## src/rtl/stack_frame_ctrl.sv

```systemverilog
// stack_frame_ctrl: moves an N-word context frame between the core and data
// memory over the shared data bus, one granted bus cycle per word.
//
// Ports
//   clk, rst            rising-edge clock, synchronous active-low reset
//   op_start, op_push   request pulse (sampled in IDLE) and direction
//   op_busy             engine not idle
//   op_done, op_err     completion pulse, error pulse (bounds check failed)
//   bus_req, bus_grant  data-bus handshake; a word moves when both are high
//   mem_addr, mem_wr, mem_rd, mem_dout, mem_din   data-memory port
//   sp_in               current SP, captured at op_start
//   sp_out, sp_we       new SP and its one-cycle commit strobe
//   push_data           frame to push, word i at [i*DATA_W +: DATA_W]
//   pop_data            last popped frame, same packing as push_data
module stack_frame_ctrl #(
    parameter int unsigned        DATA_W      = 8,
    parameter int unsigned        ADDR_W      = 8,
    parameter int unsigned        FRAME_WORDS = 2,
    parameter logic [ADDR_W-1:0]  SP_EMPTY    = ADDR_W'(8'hFF),
    parameter logic [ADDR_W-1:0]  SP_LIMIT    = ADDR_W'(8'h80)
) (
    input  logic                          clk,
    input  logic                          rst,
    input  logic                          op_start,
    input  logic                          op_push,
    output logic                          op_busy,
    output logic                          op_done,
    output logic                          op_err,
    output logic                          bus_req,
    input  logic                          bus_grant,
    output logic [ADDR_W-1:0]             mem_addr,
    output logic                          mem_wr,
    output logic                          mem_rd,
    output logic [DATA_W-1:0]             mem_dout,
    input  logic [DATA_W-1:0]             mem_din,
    input  logic [ADDR_W-1:0]             sp_in,
    output logic [ADDR_W-1:0]             sp_out,
    output logic                          sp_we,
    input  logic [FRAME_WORDS*DATA_W-1:0] push_data,
    output logic [FRAME_WORDS*DATA_W-1:0] pop_data
);

    localparam int unsigned FRAME_BITS = FRAME_WORDS * DATA_W;
    localparam int unsigned CNT_W      = (FRAME_WORDS > 1) ? $clog2(FRAME_WORDS) : 1;
    localparam int unsigned EXT_W      = ADDR_W + 1;

    localparam logic [CNT_W-1:0]  IDX_LAST = CNT_W'(FRAME_WORDS - 1);
    localparam logic [ADDR_W-1:0] FRAME_SZ = ADDR_W'(FRAME_WORDS);
    // Bounds limits in one extra bit so the check itself can never wrap
    localparam logic [EXT_W-1:0]  PUSH_MIN = EXT_W'(SP_LIMIT) + EXT_W'(FRAME_WORDS);
    localparam logic [EXT_W-1:0]  POP_MAX  = EXT_W'(SP_EMPTY);

    typedef enum logic [1:0] {
        ST_IDLE = 2'd0,
        ST_XFER = 2'd1,
        ST_DONE = 2'd2,
        ST_ERR  = 2'd3
    } state_t;

    state_t                  state_q,  state_nxt;
    logic [CNT_W-1:0]        idx_q,    idx_nxt;
    logic [ADDR_W-1:0]       sp_q,     sp_nxt;
    logic                    push_q,   push_nxt;
    logic [FRAME_BITS-1:0]   data_q,   data_nxt;

    logic [EXT_W-1:0]        sp_ext;
    logic                    legal;
    logic                    xfer_nxt;
    logic [ADDR_W-1:0]       addr_nxt;
    logic [DATA_W-1:0]       dout_nxt;
    logic [ADDR_W-1:0]       sp_final;
    logic [CNT_W-1:0]        pop_sel;

    // Next-state logic plus the next-cycle image of every registered output
    always_comb begin
        state_nxt = state_q;
        idx_nxt   = idx_q;
        sp_nxt    = sp_q;
        push_nxt  = push_q;
        data_nxt  = data_q;
        sp_ext    = {1'b0, sp_in};
        legal     = 1'b0;
        addr_nxt  = '0;
        dout_nxt  = '0;

        case (state_q)
            ST_IDLE: begin
                if (op_start) begin
                    sp_nxt   = sp_in;
                    push_nxt = op_push;
                    data_nxt = push_data;
                    idx_nxt  = '0;
                    if (op_push) begin
                        legal = (sp_ext >= PUSH_MIN);
                    end else begin
                        legal = ((sp_ext + EXT_W'(FRAME_WORDS)) <= POP_MAX);
                    end
                    state_nxt = legal ? ST_XFER : ST_ERR;
                end
            end
            ST_XFER: begin
                if (bus_grant) begin
                    if (idx_q == IDX_LAST) begin
                        idx_nxt   = '0;
                        state_nxt = ST_DONE;
                    end else begin
                        idx_nxt = idx_q + CNT_W'(1);
                    end
                end
            end
            ST_DONE: state_nxt = ST_IDLE;
            ST_ERR:  state_nxt = ST_IDLE;
            default: state_nxt = ST_IDLE;
        endcase

        xfer_nxt = (state_nxt == ST_XFER);

        // Push walks down from SP-1; pop walks up from SP
        if (xfer_nxt) begin
            if (push_nxt) begin
                addr_nxt = sp_nxt - ADDR_W'(1) - ADDR_W'(idx_nxt);
                dout_nxt = data_nxt[int'(idx_nxt) * DATA_W +: DATA_W];
            end else begin
                addr_nxt = sp_nxt + ADDR_W'(idx_nxt);
            end
        end

        sp_final = push_q ? (sp_q - FRAME_SZ) : (sp_q + FRAME_SZ);
        // Read at SP+k fills word FRAME_WORDS-1-k so pop mirrors push order
        pop_sel  = IDX_LAST - idx_q;
    end

    // State, operation context and registered outputs
    always_ff @(posedge clk) begin
        if (!rst) begin
            state_q  <= ST_IDLE;
            idx_q    <= '0;
            sp_q     <= '0;
            push_q   <= 1'b0;
            data_q   <= '0;
            op_busy  <= 1'b0;
            op_done  <= 1'b0;
            op_err   <= 1'b0;
            bus_req  <= 1'b0;
            mem_wr   <= 1'b0;
            mem_rd   <= 1'b0;
            mem_addr <= '0;
            mem_dout <= '0;
            sp_we    <= 1'b0;
            sp_out   <= '0;
        end else begin
            state_q  <= state_nxt;
            idx_q    <= idx_nxt;
            sp_q     <= sp_nxt;
            push_q   <= push_nxt;
            data_q   <= data_nxt;
            op_busy  <= (state_nxt != ST_IDLE);
            op_done  <= (state_nxt == ST_DONE) || (state_nxt == ST_ERR);
            op_err   <= (state_nxt == ST_ERR);
            bus_req  <= xfer_nxt;
            mem_wr   <= xfer_nxt && push_nxt;
            mem_rd   <= xfer_nxt && !push_nxt;
            mem_addr <= addr_nxt;
            mem_dout <= dout_nxt;
            sp_we    <= (state_nxt == ST_DONE);
            if (state_nxt == ST_DONE) begin
                sp_out <= sp_final;
            end
        end
    end

    // Popped frame capture straight from the granted read data
    always_ff @(posedge clk) begin
        if (!rst) begin
            pop_data <= '0;
        end else if ((state_q == ST_XFER) && !push_q && bus_grant) begin
            pop_data[int'(pop_sel) * DATA_W +: DATA_W] <= mem_din;
        end
    end

endmodule

```

## config.mk

```make
export PLATFORM = sky130hd
export DESIGN_NAME = stack_frame_ctrl
export DESIGN_NICKNAME = d
export VERILOG_FILES = /design/src/rtl/stack_frame_ctrl.sv
export SDC_FILE = /design/constraint.sdc
export NUM_CORES = 1
export LEC_CHECK = 0
export CAP_MARGIN = 20
export CORE_ASPECT_RATIO = 2
export CORE_MARGIN = 4
export CORE_UTILIZATION = 49
export DETAILED_ROUTE_END_ITERATION = 8
export PLACE_DENSITY = 0.8
export SYNTH_ARGS = -nofsm -noshare
export SYNTH_HDL_FRONTEND = slang
export SYNTH_SLANG_ARGS = --single-unit
```

## constraint.sdc

```tcl
create_clock -name clk -period 4.2 [get_ports clk]
set_clock_uncertainty 0.05 [all_clocks]
set_input_delay 1.05 -clock clk [delete_from_list [all_inputs] [get_ports clk]]
set_output_delay 1.05 -clock clk [all_outputs]
set_load 0.1 [all_outputs]
```

==> flow_metrics.env, run 1 <==
export IMPL_status="finished, final reports clean"
export IMPL_fin_crit_sh_pct=79.45
export IMPL_setup_viol=0
export IMPL_slew_headroom_pct=33.25
export IMPL_ys_warnings_count=0
export IMPL_postRouteAntennaNets=0
export IMPL_nets=506
export IMPL_drc=0
export IMPL_fp_dieW_microns=66.74
export IMPL_rows=42
export IMPL_cts_max_level=3
export IMPL_r2r_end="mem_addr[6]"
export IMPL_drt_vias_per_instance=5.386
export IMPL_synthesis_nets=425
export IMPL_clk_path_buf_depth=2
export IMPL_die_h_microns=125.5
export IMPL_layout_common_cells="clkdlybuf4s50_1, dfxtp_1, nor2_1, nand2_1, a21oi_1"
export IMPL_cts_hold_buf=0
export IMPL_synthToLayoutAreaGrowth_pct=35.64
export IMPL_r2r_start="state_q[1]"
export IMPL_grt_pass1_vias=3018
export IMPL_io_buffers=83
export IMPL_drt_pass1_iter_count=4
export IMPL_path_class="input pin to register"
export IMPL_wl_microns=8631
export IMPL_initial_core_util_pct=50.66
export IMPL_cts_tree="yes"
export IMPL_avgSynthCellArea_sq_um=8.991
export IMPL_wl_per_cell_microns=15.72
export IMPL_synth_ff_type="dfxtp_1"
export IMPL_core_area_sq_mm=0.006674
export IMPL_ioPinCount=84
export IMPL_rsz0062_at_grt="no"
export IMPL_drive_gt1_share_pct=8.026
export IMPL_fmax_mhz=299.7
export IMPL_route_vias_total=2957
export IMPL_nFillCells=532
export IMPL_clkSinkCount=75
export IMPL_cp_arrival_ns=3.51
export IMPL_die_area_sq_mm=0.008373
export IMPL_setup_worst_path_end="mem_addr[6]"
export IMPL_netlist_instances=376
export IMPL_syn_cell_area_sq_mm=0.003381
export IMPL_hpwl_microns=6335
export IMPL_hold_class="register to register"
export IMPL_r2r_cells=12
export IMPL_clock_latency_ns=0.33
export IMPL_ys_ff_latch=75
export IMPL_gp_congestion=0.9013
export IMPL_cp_required_ns=4.37
export IMPL_diodes=0
export IMPL_cts_root_buf="clkbuf_16"
export IMPL_finalHoldViolCount=0
export IMPL_post_cts_buffers=0
export IMPL_drt_initial_drc_count=190
export IMPL_vdd_ir_drop_max_mv=0.3166
export IMPL_dpl_cell_count=534
export IMPL_maxCapViolations=0
export IMPL_grt_pass1_wl_microns=14110
export IMPL_layout_commonest_cell="clkdlybuf4s50_1"
export IMPL_cp_start_kind="input pin"
export IMPL_synthArstFlopShare_pct=0
export IMPL_numCtsBuffers=9
export IMPL_maxSlewViolCount=0
export IMPL_powerDensity_mw_per_mm2=416.6
export IMPL_total_power_mw=1.910
export IMPL_crit_fanout=7
export IMPL_yosysSeqAreaShare_pct=44.41
export IMPL_track_usage_pct=21.92
export IMPL_worst_pin_slew_ns=0.9981
export IMPL_antenna_found_initial=0
export IMPL_overflow=0
export IMPL_fin_util_pct=68.71
export IMPL_stdcell_count=549
export IMPL_fin_crit_ns=3.337
export IMPL_post_cts_resize_count=0
export IMPL_clk_pin_slew_ns=0.05
export IMPL_p_leak_nw=1.762
export IMPL_synth_edf_count=0
export IMPL_grt_max_degree=53
export IMPL_yosysUniqueCellTypes=51
export IMPL_r2r_slack_ns=1.61
export IMPL_fin_tns_setup_ns=0
export IMPL_endpoint_kind="register"
export IMPL_startpoint="bus_grant"
==> flip-flops by register name, summed over array words and instances (netlist names) <==
register and count:
bus_req 1, idx_q 1, mem_wr 1, push_q 1, data_q 16, op_done 1
pop_data 16, sp_out 8, sp_q 8, sp_we 1, op_err 1, mem_dout 8
op_busy 1, state_q 2, mem_rd 1, mem_addr 8
==> worst max-delay path, stage by stage <==
cell	delay, ns
clkdlybuf4s50_1	0.48
nand2b_1	0.10
mux2i_1	0.08
a22oi_2	0.50
inv_1	0.12
ha_1	0.25
ha_1	0.23
nand4b_1	0.11
mux2i_1	0.08
a21boi_0	0.15
a21oi_1	0.17
xnor2_1	0.13
nor2_1	0.05
==> worst min path at each step <==
stage / from / to / slack, ns / cells past startpoint
floorplan: sp_q[0] / sp_out[0] / 0.38 / 2
global placement: data_q[13] / data_q[13] / 0.39 / 2
detailed placement: sp_out[6] / sp_out[6] / 0.40 / 2
CTS: sp_out[0] / sp_out[0] / 0.41 / 2
global route: sp_out[0] / sp_out[0] / 0.43 / 2
finish: sp_out[6] / sp_out[6] / 0.41 / 2
==> area by class of cell <==
cell class	count	area, sq um	share of cell area (%)
repair buffers	89	875.8	19.10
clock buffers	11	242.7	5.293
clock inverters	4	51.30	1.119
flip-flops and latches	75	1501	32.74
multi-input cells	270	1759	38.36
inverters	12	45.04	0.9823
well taps	88	110.1	2.401
==> power breakdown <==
group	internal [mW]	switching, mW
Sequential	0.747	0.0229
Combinational	0.124	0.257
Clock	0.472	0.286
Total	1.34	0.566
==> synth_stat cells (2+ instances only) <==
master	instances	share of area, %
ha_1	11	4.1
nand4b_1	2	0.52
or4_1	3	0.67
a21oi_1	30	4.4
inv_1	10	1.1
or3_1	3	0.56
nand2_1	46	5.1
nor2_1	65	7.2
and3_1	5	0.93
o21ai_0	18	2.7
inv_2	2	0.22
and2_1	2	0.37
o31ai_1	2	0.44
a31oi_1	2	0.37
nand3_1	2	0.30
clkbuf_1	11	1.2
mux2i_1	16	4.7
buf_2	6	0.89
nand2b_1	4	0.74
xnor2_1	8	2.1
dfxtp_1	75	44
a211oi_1	2	0.44
a2111oi_4	8	6.5
nor2b_1	3	0.56
nor3_1	11	1.6
o221ai_1	2	0.52
xor2_1	3	0.78
==> per-layer routing <==
layer | track usage [%] | vias to the layer above | wire length [microns]
li1 | - | 1455 | -
met1 | 23.16 | 1380 | 3201
met2 | 38.23 | 94 | 4697
met3 | 5.386 | 28 | 430
met4 | 11.98 | 0 | 302
met5 | 0 | - | 0
==> cell families (layout without fill, tap and decap cells) <==
family                   after synthesis  count (layout)  synth area share, %
AO/OA/AOI/OAI                         76              76                18.58
XOR/XNOR                              11              11                2.850
adder cells (fa/ha/maj)               12              12                4.663
buffers and inverters                 31             116                3.886
flip-flops                            75              75                44.41
multiplexers                          16              16                4.737
AND/OR/NAND/NOR                      155             155                20.87
==> through the flow <==
step                worst slack (ns)  hold WS, ns  instance area, sq um
floorplan                     0.7805       0.3822                  3381
global placement              0.6675       0.3934                  4292
detailed placement            0.5874       0.3974                  4292
CTS                           0.9004       0.4118                  4586
global route                  0.7242       0.4327                  4586
finish                        0.8629       0.4066                  4586
(Power assumes the default switching activity.)
==> run 2: changes to the inputs <==
--- a/config.mk
+++ b/config.mk
@@ -8,9 +8,9 @@
 export CAP_MARGIN = 20
 export CORE_ASPECT_RATIO = 2
 export CORE_MARGIN = 4
-export CORE_UTILIZATION = 49
+export CORE_UTILIZATION = 44
 export DETAILED_ROUTE_END_ITERATION = 8
-export PLACE_DENSITY = 0.8
+export PLACE_DENSITY = 0.75
 export SYNTH_ARGS = -nofsm -noshare
 export SYNTH_HDL_FRONTEND = slang
 export SYNTH_SLANG_ARGS = --single-unit
==> constraint.sdc (replaced) <==
create_clock -name clk -period 2.91 [get_ports clk]
set_clock_uncertainty 0.05 [all_clocks]
set_input_delay 0.7275 -clock clk [delete_from_list [all_inputs] [get_ports clk]]
set_output_delay 0.7275 -clock clk [all_outputs]
set_load 0.1 [all_outputs]
==> flow_metrics.env, run 2 (synthesized netlist as in run 1, its figures left out) <==
export IMPL_worst_pin_slew_ns=0.5537
export IMPL_ioPinCount=84
export IMPL_startpoint="sp_in[1]"
export IMPL_numCtsBuffers=9
export IMPL_whs_endpoint="data_q[14]"
export IMPL_regArea_sq_mm=0.001501
export IMPL_die_area_sq_mm=0.009235
export IMPL_gp_congestion=0.8383
export IMPL_endpoint_kind="register"
export IMPL_fp_dieW_microns=69.98
export IMPL_total_power_mw=2.889
export IMPL_layout_commonest_cell="buf_4"
export IMPL_overflow=0
export IMPL_multi_input_area_sq_mm=0.001768
export IMPL_die_h_microns=132.0
export IMPL_holdPathStages=2
export IMPL_path_class="input pin to register"
export IMPL_hp_start="data_q[14]"
export IMPL_r2r_slack_ns=0.63
export IMPL_io_buffers=83
export IMPL_crit_path_top_delay_cell="clkdlybuf4s50_1"
export IMPL_fin_ws_ns=0.1911
export IMPL_cp_start_kind="input pin"
export IMPL_antenna_found_initial=0
export IMPL_hpwl_microns=6532
export IMPL_slew_headroom_pct=63.09
export IMPL_crit_fanout=9
export IMPL_cp_arrival_ns=2.90
export IMPL_fin_crit_sh_pct=93.43
export IMPL_r2r_start="state_q[0]"
export IMPL_fmax_mhz=367.8
export IMPL_nFillCells=657
export IMPL_vdd_ir_drop_max_mv=0.4472
export IMPL_clk_pin_slew_ns=0.06
export IMPL_r2r_cells=11
export IMPL_core_area_sq_mm=0.007545
export IMPL_drt_initial_drc_count=145
export IMPL_fin_util_pct=62.75
export IMPL_cpPeakStageDelay_ns=0.59
export IMPL_fin_crit_ns=2.719
export IMPL_status="finished, final reports clean"
export IMPL_drt_pass1_iter_count=5
export IMPL_postRouteAntennaNets=0
export IMPL_nets=533
export IMPL_powerDensity_mw_per_mm2=610.2
export IMPL_grt_pass1_vias=3149
export IMPL_grt_max_degree=53
export IMPL_grt_pass1_wl_microns=14660
export IMPL_layout_common_cells="buf_4, dfxtp_1, nor2_1, nand2_1, clkdlybuf4s50_1"
export IMPL_critical_path_depth=10
export IMPL_hold_class="register to register"
export IMPL_reg_largest_list="data_q: 16 flops, pop_data: 16 flops"
export IMPL_cpLargestDelayFamily="buffers and inverters"
export IMPL_r2r_end="mem_addr[4]"
export IMPL_wl_per_cell_microns=15.18
export IMPL_clk_path_buf_depth=2
export IMPL_path_buf_inv=3
export IMPL_drive_gt1_share_pct=23.52
export IMPL_clkSinkCount=75
export IMPL_finalHoldViolCount=0
export IMPL_wl_microns=8849
export IMPL_drt_vias_per_instance=5.185
export IMPL_cts_root_buf="clkbuf_16"
export IMPL_setup_viol=0
export IMPL_diodes=0
export IMPL_worstPathCellList="clkdlybuf4s50_1, inv_1, ha_1, a31o_2, a21oi_1, a2111o_1, nand2_4, or2_1, buf_12, a2111oi_4"
export IMPL_rsz0062_at_grt="no"
export IMPL_place_ws_ns=-0.1929
export IMPL_cts_tree="yes"
export IMPL_initial_core_util_pct=44.81
export IMPL_clock_latency_ns=0.33
export IMPL_cp_required_ns=3.10
export IMPL_route_vias_total=3023
export IMPL_maxSlewViolCount=0
export IMPL_cts_max_level=3
export IMPL_fin_tns_setup_ns=0
export IMPL_rows=45
export IMPL_drc=0
export IMPL_p_leak_nw=2.006
export IMPL_maxCapViolations=0
export IMPL_synthToLayoutAreaGrowth_pct=40.04
export IMPL_track_usage_pct=19.77
run 2: power by group:
part / leakage (nW) / total (mW) / internal, mW / switching, mW
registers: 0.612 / 1.11 / 1.08 / 0.0308
logic: 1.23 / 0.585 / 0.201 / 0.384
clock network: 0.160 / 1.20 / 0.778 / 0.417
total: 2.01 / 2.89 / 2.06 / 0.832
run 2: layout make-up:
class	count	area share (%)
multi-input combinational	270	37.34
sequential	75	31.71
timing repair buffer	116	20.56
clock buffer	11	5.127
tap	94	2.484
clock inverter	5	1.823
inverter	12	0.9514
run 2: worst max path at each step:
stage	to	slack, ns
6_report	mem_dout[7]	0.19
5_1_grt	mem_addr[6]	0.008
4_1_cts	mem_addr[6]	0.15
3_5_place_dp	mem_addr[6]	-0.19
3_3_place_gp	mem_addr[6]	-0.12
2_1_floorplan	mem_addr[6]	0.01
run 2: timing repair:
item,4_1_cts,5_1_grt
resized for setup,0,4
endpoints found under the hold margin,0,0
setup buffers,0,1
endpoints found under the setup margin,0,1
hold buffers,0,0
run 2: metal layers:
| layer | share of wire [%] | track usage, % | vias up |
|---|---|---|---|
| li1 | - | - | 1514 |
| met3 | 4.4 | 3.664 | 21 |
| met2 | 55 | 36.51 | 84 |
| met1 | 37 | 20.25 | 1404 |
| met5 | 0 | 0 | - |
| met4 | 3.5 | 11.09 | 0 |
run 2: worst reg2reg max path: stages, from the launching register on:
cell and delay (ns):
dfxtp_1 0.39, or3b_4 0.45, nand2_1 0.09, nand2_1 0.08, ha_1 0.22, ha_2 0.21, nand4b_1 0.10, mux2i_1 0.09
buf_4 0.14, a21oi_1 0.17, xnor2_1 0.15, nor2_1 0.05
run 2: per-stage QoR:
step	area [sq um]	hold WS, ns	instances
after floorplan	3388	0.3822	376
after global placement	4389	0.3919	566
after detailed placement	4389	0.3969	566
after CTS	4718	0.4084	582
after global routing	4735	0.4319	583
final	4735	0.4108	583
==> run 3: changes to the inputs <==
--- a/config.mk
+++ b/config.mk
@@ -10,6 +10,7 @@
 export CORE_MARGIN = 4
 export CORE_UTILIZATION = 44
 export DETAILED_ROUTE_END_ITERATION = 8
+export MAX_ROUTING_LAYER = met4
 export PLACE_DENSITY = 0.75
 export SYNTH_ARGS = -nofsm -noshare
 export SYNTH_HDL_FRONTEND = slang
==> flow_metrics.env, run 3 (synthesized netlist as in run 1, its figures left out) <==
export IMPL_drive_gt1_share_pct=22.63
export IMPL_p_int_mw=1.940
export IMPL_cp_required_ns=3.09
export IMPL_path_class="input pin to register"
export IMPL_finalHoldViolCount=0
export IMPL_endpoint_kind="register"
export IMPL_layout_common_cells="buf_4, dfxtp_1, nor2_1, nand2_1, clkdlybuf4s50_1"
export IMPL_crit_path_top_delay_cell="clkdlybuf4s50_1"
export IMPL_drt_initial_drc_count=185
export IMPL_power_switching_share_pct=30.29
export IMPL_hold_class="register to register"
export IMPL_crit_fanout=5
export IMPL_cpLargestDelayFamily="simple AND/OR/NAND/NOR gates"
export IMPL_maxCapViolations=0
export IMPL_reg_largest_list="data_q: 16 flops, pop_data: 16 flops"
export IMPL_cts_root_buf="clkbuf_16"
export IMPL_synthToLayoutAreaGrowth_pct=38.16
export IMPL_seqPwrFrac_pct=39.9
export IMPL_final_area_sq_mm=0.004671
export IMPL_p_leak_nw=1.976
export IMPL_grt_pass1_vias=3052
export IMPL_rows=45
export IMPL_r2r_cells=11
export IMPL_clock_latency_ns=0.34
export IMPL_layout_commonest_cell="buf_4"
export IMPL_fin_crit_ns=2.733
export IMPL_total_power_mw=2.783
export IMPL_io_buffers=83
export IMPL_setup_viol=0
export IMPL_hp_start="data_q[11]"
export IMPL_slew_headroom_pct=62.49
export IMPL_diodes=0
export IMPL_clk_path_buf_depth=2
export IMPL_r2r_slack_ns=0.61
export IMPL_ioPinCount=84
export IMPL_gp_congestion=0.8389
export IMPL_worst_pin_slew_ns=0.5627
export IMPL_track_usage_pct=20.58
export IMPL_overflow=0
export IMPL_drc=0
export IMPL_nFillCells=652
export IMPL_critical_path_depth=12
export IMPL_fmax_mhz=365.9
export IMPL_power_share_clock_pct=39.3
export IMPL_cts_max_level=3
export IMPL_drt_vias_per_instance=5.193
export IMPL_drt_pass1_iter_count=4
export IMPL_r2r_end="mem_addr[6]"
export IMPL_die_h_microns=132.0
export IMPL_fp_dieW_microns=69.98
export IMPL_grt_max_degree=53
export IMPL_grt_pass1_wl_microns=14490
export IMPL_clkSinkCount=75
export IMPL_core_area_sq_mm=0.007545
export IMPL_cp_arrival_ns=2.92
export IMPL_wl_per_cell_microns=15.65
export IMPL_maxSlewViolCount=0
export IMPL_hpwl_microns=6675
export IMPL_postRouteAntennaNets=0
export IMPL_cts_tree="yes"
export IMPL_multi_input_area_sq_mm=0.001762
export IMPL_p_sw_uw=842.8
export IMPL_initial_core_util_pct=44.81
export IMPL_numCtsBuffers=9
export IMPL_vdd_ir_drop_max_mv=0.4130
export IMPL_wl_microns=9076
export IMPL_setup_worst_path_end="mem_addr[6]"
export IMPL_pwr_share_comb_pct=20.9
export IMPL_clk_pin_slew_ns=0.06
export IMPL_status="finished, final reports clean"
export IMPL_worstPathCellList="clkdlybuf4s50_1, or3b_4, nand2_1, nand2_1, ha_1, ha_1, nand4b_1, mux2i_1, a21boi_1, a21oi_1, xnor2_1, nor2_1"
export IMPL_cts_hold_buf=0
export IMPL_powerDensity_mw_per_mm2=595.8
export IMPL_path_buf_inv=1
export IMPL_cpPeakStageDelay_ns=0.48
export IMPL_r2r_start="state_q[0]"
export IMPL_startpoint="op_start"
export IMPL_fin_crit_sh_pct=93.93
export IMPL_postPlaceCellArea_sq_mm=0.004374
export IMPL_cp_start_kind="input pin"
export IMPL_rsz0062_at_grt="no"
export IMPL_nets=530
export IMPL_die_area_sq_mm=0.009235
export IMPL_fin_util_pct=61.91
export IMPL_route_vias_total=3012
export IMPL_regArea_sq_mm=0.001501
export IMPL_antenna_found_initial=0
run 3: cell count changes in the layout (fill, tap and decap cells not counted), sizes merged:
| cell | delta |
|---|---|
| inv | +1 |
| clkinvlp | +1 |
| clkbuf | -1 |
| buf | -3 |
| bufinv | -1 |
run 3: tightest hold or removal path, cell delays in order (launching register included):
cell     delay (ns)
dfxtp_1        0.31
nand2_1        0.05
a21oi_1        0.05
run 3: worst min-delay path by stage:
stage                            end  slack [ns]  cells past startpoint
after detailed placement  data_q[11]        0.40                      2
final                     data_q[11]        0.40                      2
after global routing      data_q[15]        0.43                      2
after global placement    data_q[13]        0.39                      2
after floorplan            sp_out[0]        0.38                      2
after CTS                 data_q[11]        0.41                      2
run 3: cell type report:
class / count / area share (%)
Tap cell: 94 / 2.518
Multi-Input combinational cell: 270 / 37.72
Inverter: 12 / 0.9644
Timing Repair Buffer: 113 / 20.36
Sequential cell: 75 / 32.15
Clock buffer: 10 / 4.902
Clock inverter: 6 / 1.393
run 3: timing repair:
action | 4_1_cts | 5_1_grt
gates resized for setup | 0 | 2
setup endpoints to repair | 0 | 1
endpoints found under the hold margin | 0 | 0
setup buffers | 0 | 0
run 3: routing by layer:
metal	part of all wire [%]	GRT usage (%)	vias up
met5	0	-	-
met4	3.1	10.87	0
met3	3.9	4.427	20
met2	55	36.62	76
met1	38	20.50	1412
li1	-	-	1504
run 3: power by group through the flow:
stage / Clock [mW] / Combinational (mW) / Sequential, mW
after floorplan: 0 / 0.226 / 1.29
after global placement: 0 / 0.570 / 1.13
after detailed placement: 0 / 0.580 / 1.13
after CTS: 1.12 / 0.582 / 1.11
after global routing: 1.16 / 0.617 / 1.12
final: 1.09 / 0.580 / 1.11
run 3: stage by stage:
step                cells  hold slack [ns]  setup WS, ns  setup TNS [ns]
floorplan             376           0.3822       0.01118               0
global placement      564           0.3919       -0.1187          -1.128
detailed placement    564           0.3979       -0.2092          -1.693
CTS                   580           0.4070        0.1531               0
global route          580           0.4291       0.03807               0
finish                580           0.4047        0.1767               0
